==> src/rtl/usb_rx_pkg.sv <==
// Shared types and constants for the USB receive path (unstuffer, CRC checker).
package usb_rx_pkg;

   typedef enum logic [1:0] {
      StIdle,
      StRecv,
      StDone
   } rx_state_e;

   // Idle line level after SYNC; NRZI decoding restarts from here each packet.
   localparam logic J_LEVEL = 1'b1;

   localparam int unsigned DefStuffLimit = 6;
   localparam int unsigned DefMaxBytes   = 64;

endpackage

==> src/rtl/nrzi_unstuff_bit.sv <==
// NRZI decode plus consecutive-ones tracking; flags data bits and stuff-bit violations.
module nrzi_unstuff_bit
   import usb_rx_pkg::*;
#(
   parameter int unsigned STUFF_LIMIT = DefStuffLimit
) (
   input  logic clock,
   input  logic reset_n,
   input  logic restart,
   input  logic bit_en,
   input  logic in_bit,
   output logic data_strobe,
   output logic data_bit,
   output logic stuff_viol
);

   localparam int unsigned OnesW = $clog2(STUFF_LIMIT + 1);

   logic             prev_level_q, prev_level_d, prev_base;
   logic [OnesW-1:0] ones_q, ones_d, ones_base;
   logic             decoded;

   // restart lets the first bit of a packet decode against J with a fresh ones count.
   always_comb begin
      prev_base    = restart ? J_LEVEL : prev_level_q;
      ones_base    = restart ? '0 : ones_q;
      decoded      = (in_bit == prev_base);
      prev_level_d = prev_level_q;
      ones_d       = ones_q;
      data_strobe  = 1'b0;
      data_bit     = decoded;
      stuff_viol   = 1'b0;
      if (bit_en) begin
         prev_level_d = in_bit;
         if (ones_base == OnesW'(STUFF_LIMIT)) begin
            ones_d     = '0;
            stuff_viol = decoded;
         end else begin
            data_strobe = 1'b1;
            ones_d      = decoded ? ones_base + OnesW'(1) : '0;
         end
      end
   end

   always_ff @(posedge clock or negedge reset_n) begin
      if (!reset_n) begin
         prev_level_q <= J_LEVEL;
         ones_q       <= '0;
      end else begin
         prev_level_q <= prev_level_d;
         ones_q       <= ones_d;
      end
   end

endmodule

==> src/rtl/usb_rx_unstuff.sv <==
// USB receive stage: NRZI decode, bit unstuffing and LSB-first byte assembly with
// per-packet byte count and sticky error flags.
module usb_rx_unstuff
   import usb_rx_pkg::*;
#(
   parameter int unsigned STUFF_LIMIT = DefStuffLimit,
   parameter int unsigned MAX_BYTES   = DefMaxBytes
) (
   input  logic                             clock,
   input  logic                             reset_n,
   input  logic                             in_bit,
   input  logic                             in_valid,
   input  logic                             eop,
   output logic [7:0]                       data_byte,
   output logic                             byte_valid,
   output logic [$clog2(MAX_BYTES+1)-1:0]   byte_count,
   output logic                             pkt_done,
   output logic                             stuff_err,
   output logic                             align_err,
   output logic                             ovf_err
);

   localparam int unsigned CntW = $clog2(MAX_BYTES + 1);

   rx_state_e       state_q, state_d;
   logic [7:0]      shift_q, shift_d;
   logic [7:0]      data_byte_q, data_byte_d;
   logic [2:0]      bit_cnt_q, bit_cnt_d;
   logic [CntW-1:0] byte_count_q, byte_count_d;
   logic            byte_valid_q, byte_valid_d;
   logic            pkt_done_q, pkt_done_d;
   logic            stuff_err_q, stuff_err_d;
   logic            align_err_q, align_err_d;
   logic            ovf_err_q, ovf_err_d;

   logic start, bit_en, data_strobe, data_bit, stuff_viol;

   assign start  = (state_q == StIdle) && in_valid;
   // A bit arriving together with eop is not part of the packet.
   assign bit_en = start || ((state_q == StRecv) && in_valid && !eop);

   nrzi_unstuff_bit #(
      .STUFF_LIMIT(STUFF_LIMIT)
   ) u_bit (
      .clock      (clock),
      .reset_n    (reset_n),
      .restart    (start),
      .bit_en     (bit_en),
      .in_bit     (in_bit),
      .data_strobe(data_strobe),
      .data_bit   (data_bit),
      .stuff_viol (stuff_viol)
   );

   always_comb begin
      state_d      = state_q;
      shift_d      = shift_q;
      data_byte_d  = data_byte_q;
      bit_cnt_d    = bit_cnt_q;
      byte_count_d = byte_count_q;
      byte_valid_d = 1'b0;
      pkt_done_d   = 1'b0;
      stuff_err_d  = stuff_err_q;
      align_err_d  = align_err_q;
      ovf_err_d    = ovf_err_q;

      unique case (state_q)
         StIdle: begin
            if (in_valid) begin
               state_d      = StRecv;
               bit_cnt_d    = '0;
               byte_count_d = '0;
               stuff_err_d  = 1'b0;
               align_err_d  = 1'b0;
               ovf_err_d    = 1'b0;
            end
         end
         StRecv: begin
            if (eop) begin
               state_d    = StDone;
               pkt_done_d = 1'b1;
               bit_cnt_d  = '0;
               if (bit_cnt_q != 3'd0) align_err_d = 1'b1;
            end
         end
         StDone: state_d = StIdle;
         default: state_d = StIdle;
      endcase

      // Bit processing builds on the start-of-packet clears above.
      if (bit_en) begin
         if (stuff_viol) stuff_err_d = 1'b1;
         if (data_strobe) begin
            shift_d = {data_bit, shift_q[7:1]};
            if (bit_cnt_d == 3'd7) begin
               bit_cnt_d = '0;
               if (byte_count_d == CntW'(MAX_BYTES)) begin
                  ovf_err_d = 1'b1;
               end else begin
                  byte_count_d = byte_count_d + CntW'(1);
                  byte_valid_d = 1'b1;
                  data_byte_d  = shift_d;
               end
            end else begin
               bit_cnt_d = bit_cnt_d + 3'd1;
            end
         end
      end
   end

   always_ff @(posedge clock or negedge reset_n) begin
      if (!reset_n) begin
         state_q      <= StIdle;
         shift_q      <= '0;
         data_byte_q  <= '0;
         bit_cnt_q    <= '0;
         byte_count_q <= '0;
         byte_valid_q <= 1'b0;
         pkt_done_q   <= 1'b0;
         stuff_err_q  <= 1'b0;
         align_err_q  <= 1'b0;
         ovf_err_q    <= 1'b0;
      end else begin
         state_q      <= state_d;
         shift_q      <= shift_d;
         data_byte_q  <= data_byte_d;
         bit_cnt_q    <= bit_cnt_d;
         byte_count_q <= byte_count_d;
         byte_valid_q <= byte_valid_d;
         pkt_done_q   <= pkt_done_d;
         stuff_err_q  <= stuff_err_d;
         align_err_q  <= align_err_d;
         ovf_err_q    <= ovf_err_d;
      end
   end

   assign data_byte  = data_byte_q;
   assign byte_valid = byte_valid_q;
   assign byte_count = byte_count_q;
   assign pkt_done   = pkt_done_q;
   assign stuff_err  = stuff_err_q;
   assign align_err  = align_err_q;
   assign ovf_err    = ovf_err_q;

endmodule

==> config.mk <==
export PLATFORM = sky130hd
export DESIGN_NAME = usb_rx_unstuff
export DESIGN_NICKNAME = d
export VERILOG_FILES = /design/src/rtl/usb_rx_pkg.sv /design/src/rtl/nrzi_unstuff_bit.sv /design/src/rtl/usb_rx_unstuff.sv
export SDC_FILE = /design/constraint.sdc
export NUM_CORES = 1
export LEC_CHECK = 0
export CORE_MARGIN = 1
export CORE_UTILIZATION = 65
export CTS_BUF_LIST = sky130_fd_sc_hd__clkbuf_4 sky130_fd_sc_hd__clkbuf_8
export DETAILED_ROUTE_END_ITERATION = 8
export DONT_BUFFER_PORTS = 1
export PLACE_DENSITY = 0.84
export RECOVER_POWER = 50
export SLEW_MARGIN = 20
export SYNTH_ARGS = -nofsm -noshare
export SYNTH_HDL_FRONTEND = slang
export SYNTH_HIERARCHICAL = 1
export SYNTH_SLANG_ARGS = --single-unit
==> constraint.sdc <==
create_clock -name clock -period 3.7 [get_ports clock]
set_input_delay 0.185 -clock clock [delete_from_list [all_inputs] [get_ports clock]]
set_output_delay 0.185 -clock clock [all_outputs]
set_load 0.01 [all_outputs]
# Word level (Yosys, flattened, before mapping)
# Index checks and enable logic that the tools add are counted.
[totals] reg_bits=37 input_bits=5 wordCells=79
[classes] addsub=3 eq_ne=8 n_mux=43 bitwise=1 reduce_logical=12
[ops] op="7-bit two-way mux" count=6
[ops] op="1-bit two-way mux" count=24
[ops] op="3-bit two-way mux" count=8
[ops] op="4-bit AND reduction" count=2
[ops] op="7-bit by 1-bit adder with 7-bit output (second input constant)" count=1
[ops] op="7-bit == test (second input constant)" count=1
[ops] op="3-bit by 1-bit adder with 3-bit output (second input constant)" count=2
[ops] op="3-bit == test (second input constant)" count=2
[ops] op="3-bit case mux with 2 select lines" count=1
[ops] op="2-bit two-way mux" count=2
[ops] op="2-bit != test (second input constant)" count=2
[ops] op="2-bit case mux with 2 select lines" count=1
[ops] op="2-bit AND reduction" count=2
[ops] op="1-bit logical AND" count=3
[ops] op="3-bit nonzero test" count=1
[ops] op="2-bit by 1-bit == test with 1-bit output (second input constant)" count=1
[ops] op="2-bit zero test" count=1
[ops] op="2-bit by 1-bit != test with 1-bit output (second input constant)" count=1
[ops] op="1-bit case mux with 2 select lines" count=1
[ops] op="2-bit nonzero test" count=1
[ops] op="1-bit == test" count=1
[ops] op="1-bit zero test" count=1
[ops] op="1-bit logical OR" count=1
[ops] op="1-bit NOT" count=1

# Longest topological paths before layout
[logic_depth] depth_word=8 mapped_depth=12 ltp_nobuf=11

# By module
# The synthesis kept the hierarchy.
[modules_own_cells] module="usb_rx_unstuff" instances=1 cells_per_inst=114 area_each_um2=1472.7
[modules_own_cells] module="nrzi_unstuff_bit" instances=1 cells_per_inst=31 area_each_um2=301.5

# Least setup slack after synthesis
# OpenSTA, ideal clock, no wires.
[synth_timing] kind="register to register" startpoint="register state_q[1]" endpoint="register data_byte_q[0] (netlist: data_byte[0])" setup_ns=0.125 arrival_time_ns=2.611 required_ns=3.575 slack_ns=0.964 path_stages_with_launch=13 path_buffers=1 synth_period_minus_slack_ns=2.736 path_cell_list="dfrtp_1 > or3b_1 > buf_2 > clkinv_1 > nand2b_2 > ha_1 > nand2_1 > nor2_1 > nor2b_1 > nand2_1 > nor3_4 > nand2_4 > mux2_4"
[synth_via] elab_chain_cells=7 word_cells_on_any_way=16 cone_classes="4 x eq/ne; 5 x mux; 1 x bitwise; 6 x reduce/logical"
[synth_lines] element="start, declared" line_no="usb_rx_unstuff.sv:25" text="rx_state_e state_q, state_d;"
[synth_lines] element="start signal, assigned" line_no="usb_rx_unstuff.sv:113" text="state_q <= StIdle;"
[synth_lines] element="start signal, assigned" line_no="usb_rx_unstuff.sv:124" text="state_q <= state_d;"
[synth_lines] element="2-bit zero test *" line_no="usb_rx_unstuff.sv:38" text="assign start = (state_q == StIdle) && in_valid;"
[synth_lines] element="1-bit logical AND *" line_no="usb_rx_unstuff.sv:38"
[synth_lines] element="via start" line_no="usb_rx_unstuff.sv:36" text="logic start, bit_en, data_strobe, data_bit, stuff_viol;"
[synth_lines] element="3-bit two-way mux" line_no="nrzi_unstuff_bit.sv:26" text="ones_base = restart ? '0 : ones_q;"
[synth_lines] element="3-bit == test" line_no="nrzi_unstuff_bit.sv:35" text="if (ones_base == OnesW'(STUFF_LIMIT)) begin"
[synth_lines] element="1-bit two-way mux" line_no="nrzi_unstuff_bit.sv:35"
[synth_lines] element="1-bit two-way mux *" line_no="nrzi_unstuff_bit.sv:33" text="if (bit_en) begin"
[synth_lines] element="via data_strobe" line_no="usb_rx_unstuff.sv:36"
[synth_lines] element="4-bit AND reduction (no source line) *"
[synth_lines] element="end signal, assigned" line_no="usb_rx_unstuff.sv:126" text="data_byte_q <= data_byte_d;"
[synth_lines] element="end, declared" line_no="usb_rx_unstuff.sv:27" text="logic [7:0] data_byte_q, data_byte_d;"
# Mark *: on every way through the listed nets, which the timed path passes. The rest lies on a longest branch.
# A chain may end at the register's enable or synchronous reset.

# Worst setup path in the final report
[layout_timing] startpoint="register state_q[1]" endpoint="register data_byte_q[7] (netlist: data_byte[7])"
# The elaborated chain is that of the path after synthesis.

==> results.sh <==
export IMPL_status="finished with violations"
export IMPL_violations="max-capacitance violations, max-slew violations"
export IMPL_path_clk_slew_ps=120
export IMPL_synthArstFlopShare_pct=100.0
export IMPL_period_share_pct=78.66
export IMPL_maxSlewViolCount=37
export IMPL_post_route_util_pct=74.21
export IMPL_cp_data_required_time_ps=3930
export IMPL_cts_resized=0
export IMPL_dr_pass1_iters=4
export IMPL_syn_nets=154
export IMPL_numCtsBuffers=5
export IMPL_setup_tns_final_ps=0
export IMPL_synth_commonest_cells="dfrtp_1, nor2_1, mux2_4, nand2_1, mux2_2"
export IMPL_timing_final_crit_period_ps=2910
export IMPL_cts_tree="done"
export IMPL_clock_skew_ps=12.77
export IMPL_routed_wl_um=2945
export IMPL_fin_nets=161
export IMPL_worstMarginPinSlew_ps=1820
export IMPL_grt_pass1_vias=1059
export IMPL_hold_path_class="in2reg"
export IMPL_syn_avg_cell_area_um2=12.24
export IMPL_final_area_mm2=0.001872
export IMPL_yosysMostFrequentCell="dfrtp_1"
export IMPL_gr_total_overflow=0
export IMPL_finalWorstSetupSlack_ps=789.7
export IMPL_dp_cells=171
export IMPL_p_total_mw=1.010
export IMPL_relSlewSlack_pct=-21.33
export IMPL_insertion_delay_ps=340
export IMPL_crit_family="simple AND/OR/NAND/NOR gates"
export IMPL_placed_area_mm2=0.001784
export IMPL_vias_per_cell=5.842
export IMPL_routed_via_count=1069
export IMPL_path_max_fanout=9
export IMPL_slowest_stage="or3b_1"
export IMPL_clk_path_buf_depth=2
export IMPL_cp_arrival_ps=3140
export IMPL_dpl_hpwl_um=2115
export IMPL_drt_iter0_markers=14
export IMPL_synth_top_area_cell="dfrtp_1"
export IMPL_synth_area_leaders="dfrtp_1, mux2_4, mux2_2, nor2_1, ha_1"
export IMPL_nFillCells=164
export IMPL_diodes=0
export IMPL_track_usage_pct=22.98
export IMPL_synth_edf_count=0
export IMPL_area_growth_pct=5.501
export IMPL_syn_area_mm2=0.001774
export IMPL_yosysWarnings=6
export IMPL_gp_congestion=0.8518
export IMPL_cts_setup_buffers=0
export IMPL_path_cells="or3b_1, clkinv_1, nor2_1, ha_1, nand2_1, nor2_1, nor2b_1, nand2_1, nor3_4, nand2_4, mux2_4"
export IMPL_syn_inst=145
export IMPL_cp_num_buf_inv=1
export IMPL_die_y_um=54.25
export IMPL_place_port_buffers=0
export IMPL_worst_setup_path_end_kind="flip-flop"
export IMPL_grt_pass1_wl_um=4643
export IMPL_drc_errors=0
export IMPL_ys_seq_area_share_pct=50.85
export IMPL_die_x_um=54.25
export IMPL_yosysTopAreaCellShare_pct=49.37
export IMPL_pre_cts_ws_ps=816.2
export IMPL_p_leak_nw=0.9221
export IMPL_p_per_area_mw_per_mm2=539.6
export IMPL_avgRoutedWirePerCell_um=16.09
export IMPL_final_layout_size_suffix_gt1_share_pct=26.14
export IMPL_rows=18
export IMPL_core_area_mm2=0.002522
export IMPL_critPathKind="reg2reg"
export IMPL_pin_count=25
export IMPL_ys_types=43
export IMPL_die_area_mm2=0.002943
export IMPL_ys_flop_type="dfrtp_1"
export IMPL_layoutNonFillerInstCount=183
export IMPL_rsz0062_at_grt="false"
export IMPL_cts_root_buf="clkbuf_4"
export IMPL_clock_sink_count=36
export IMPL_setup_viol=0
export IMPL_detail_route_antenna_nets=0
export IMPL_cts_hold_buffers=4
export IMPL_antenna_found_initial=0
export IMPL_initial_core_util_pct=70.34
export IMPL_grt_max_degree=37
export IMPL_critPathMaxStageDelay_ps=520
export IMPL_drv_cap=1
export IMPL_finalHoldViolCount=0
export IMPL_cts_max_level=2
export IMPL_ir_drop_mv=0.4702
export IMPL_timing_hold_ws_ps=15.88
export IMPL_cp_start_kind="flip-flop"
export IMPL_ys_ff_latch=36
export IMPL_fmax_mhz=343.6
[state kept, by name, indices dropped and copies added, names as in the netlist]
name	count
bit_cnt_q	3
align_err	1
state_q	2
shift_q	7
ovf_err	1
pkt_done	1
data_byte	8
u_bit/ones_q	3
byte_count	7
byte_valid	1
u_bit/prev_level_q	1
stuff_err	1
[power breakdown]
part           leakage, nW  switching, mW  total (mW)  internal, mW
logic                0.405          0.129       0.269         0.140
clock network       0.0349          0.133       0.206        0.0729
registers            0.482         0.0660       0.535         0.469
total                0.922          0.328        1.01         0.682
[logic make-up after synthesis]
logic type | after synthesis | share of synthesized area, %
buffers and inverters | 11 | 3.244
and+or+nand+nor | 51 | 17.56
DFF | 36 | 50.85
muxes | 19 | 14.60
xor gates and xnor gates | 5 | 2.468
AOI/OAI and AO/OA | 19 | 8.463
adders and majority gates | 4 | 2.821
[per-layer routing]
metal	global-route usage [%]	vias up	share of wire, %
li1	-	520	-
met5	0	-	0
met4	8.974	0	1.6
met3	6.667	5	4.2
met1	29.27	523	46
met2	36.79	21	49
[final cells by class]
cell class                      count  area, µm²  share of cell area (%)
Multi-Input combinational cell     98      812.0                   43.38
Inverter                            6      22.52                   1.203
Tap cell                           30      37.54                   2.005
Timing Repair Buffer                5      41.29                   2.206
Clock inverter                      3      18.77                   1.003
Clock buffer                        5      37.54                   2.005
Sequential cell                    36      902.1                   48.20
[worst reg2reg max path: stages, from the launching register on]
cell and delay (ps):
dfrtp_1 440, or3b_1 520, clkinv_1 200, nor2_1 90
ha_1 250, nand2_1 120, nor2_1 60, nor2b_1 160
nand2_1 190, nor3_4 280, nand2_4 170, mux2_4 330
[final timing paths]
path / slack, ps / end / depth (start not counted) / from
hold / removal: 20 / state_q[0]$_DFFE_PN0P_ / 2 / in_valid
min in group asynchronous: 880 / byte_count[3]$_DFF_PN0_ / 2 / reset_n
setup reg to reg: 790 / data_byte[7]$_DFFE_PN0P_ / 11 / state_q[1]$_DFFE_PN0P_
setup / recovery: 790 / data_byte[7]$_DFFE_PN0P_ / 11 / state_q[1]$_DFFE_PN0P_
max in group asynchronous: 1770 / u_bit/ones_q[0]$_DFFE_PN0P_ / 2 / reset_n
hold reg to reg: 530 / state_q[1]$_DFFE_PN0P_ / 1 / state_q[1]$_DFFE_PN0P_
[layout by cell type, fill, tap and decap left out, drive strengths merged, types with 2 or more instances in the layout]
cell type,instances
a21oi,6
a31o,2
a31oi,2
and2,2
clkbuf,6
clkinv,4
dfrtp,35
dlygate4sd3,3
ha,4
inv,5
mux2,19
nand2,10
nand2b,4
nand3,2
nor2,16
nor2b,4
nor3,3
nor4,3
o21ai,2
o22ai,3
or3b,2
xnor2,4
No activity file was read; power rests on OpenSTA's default activity.
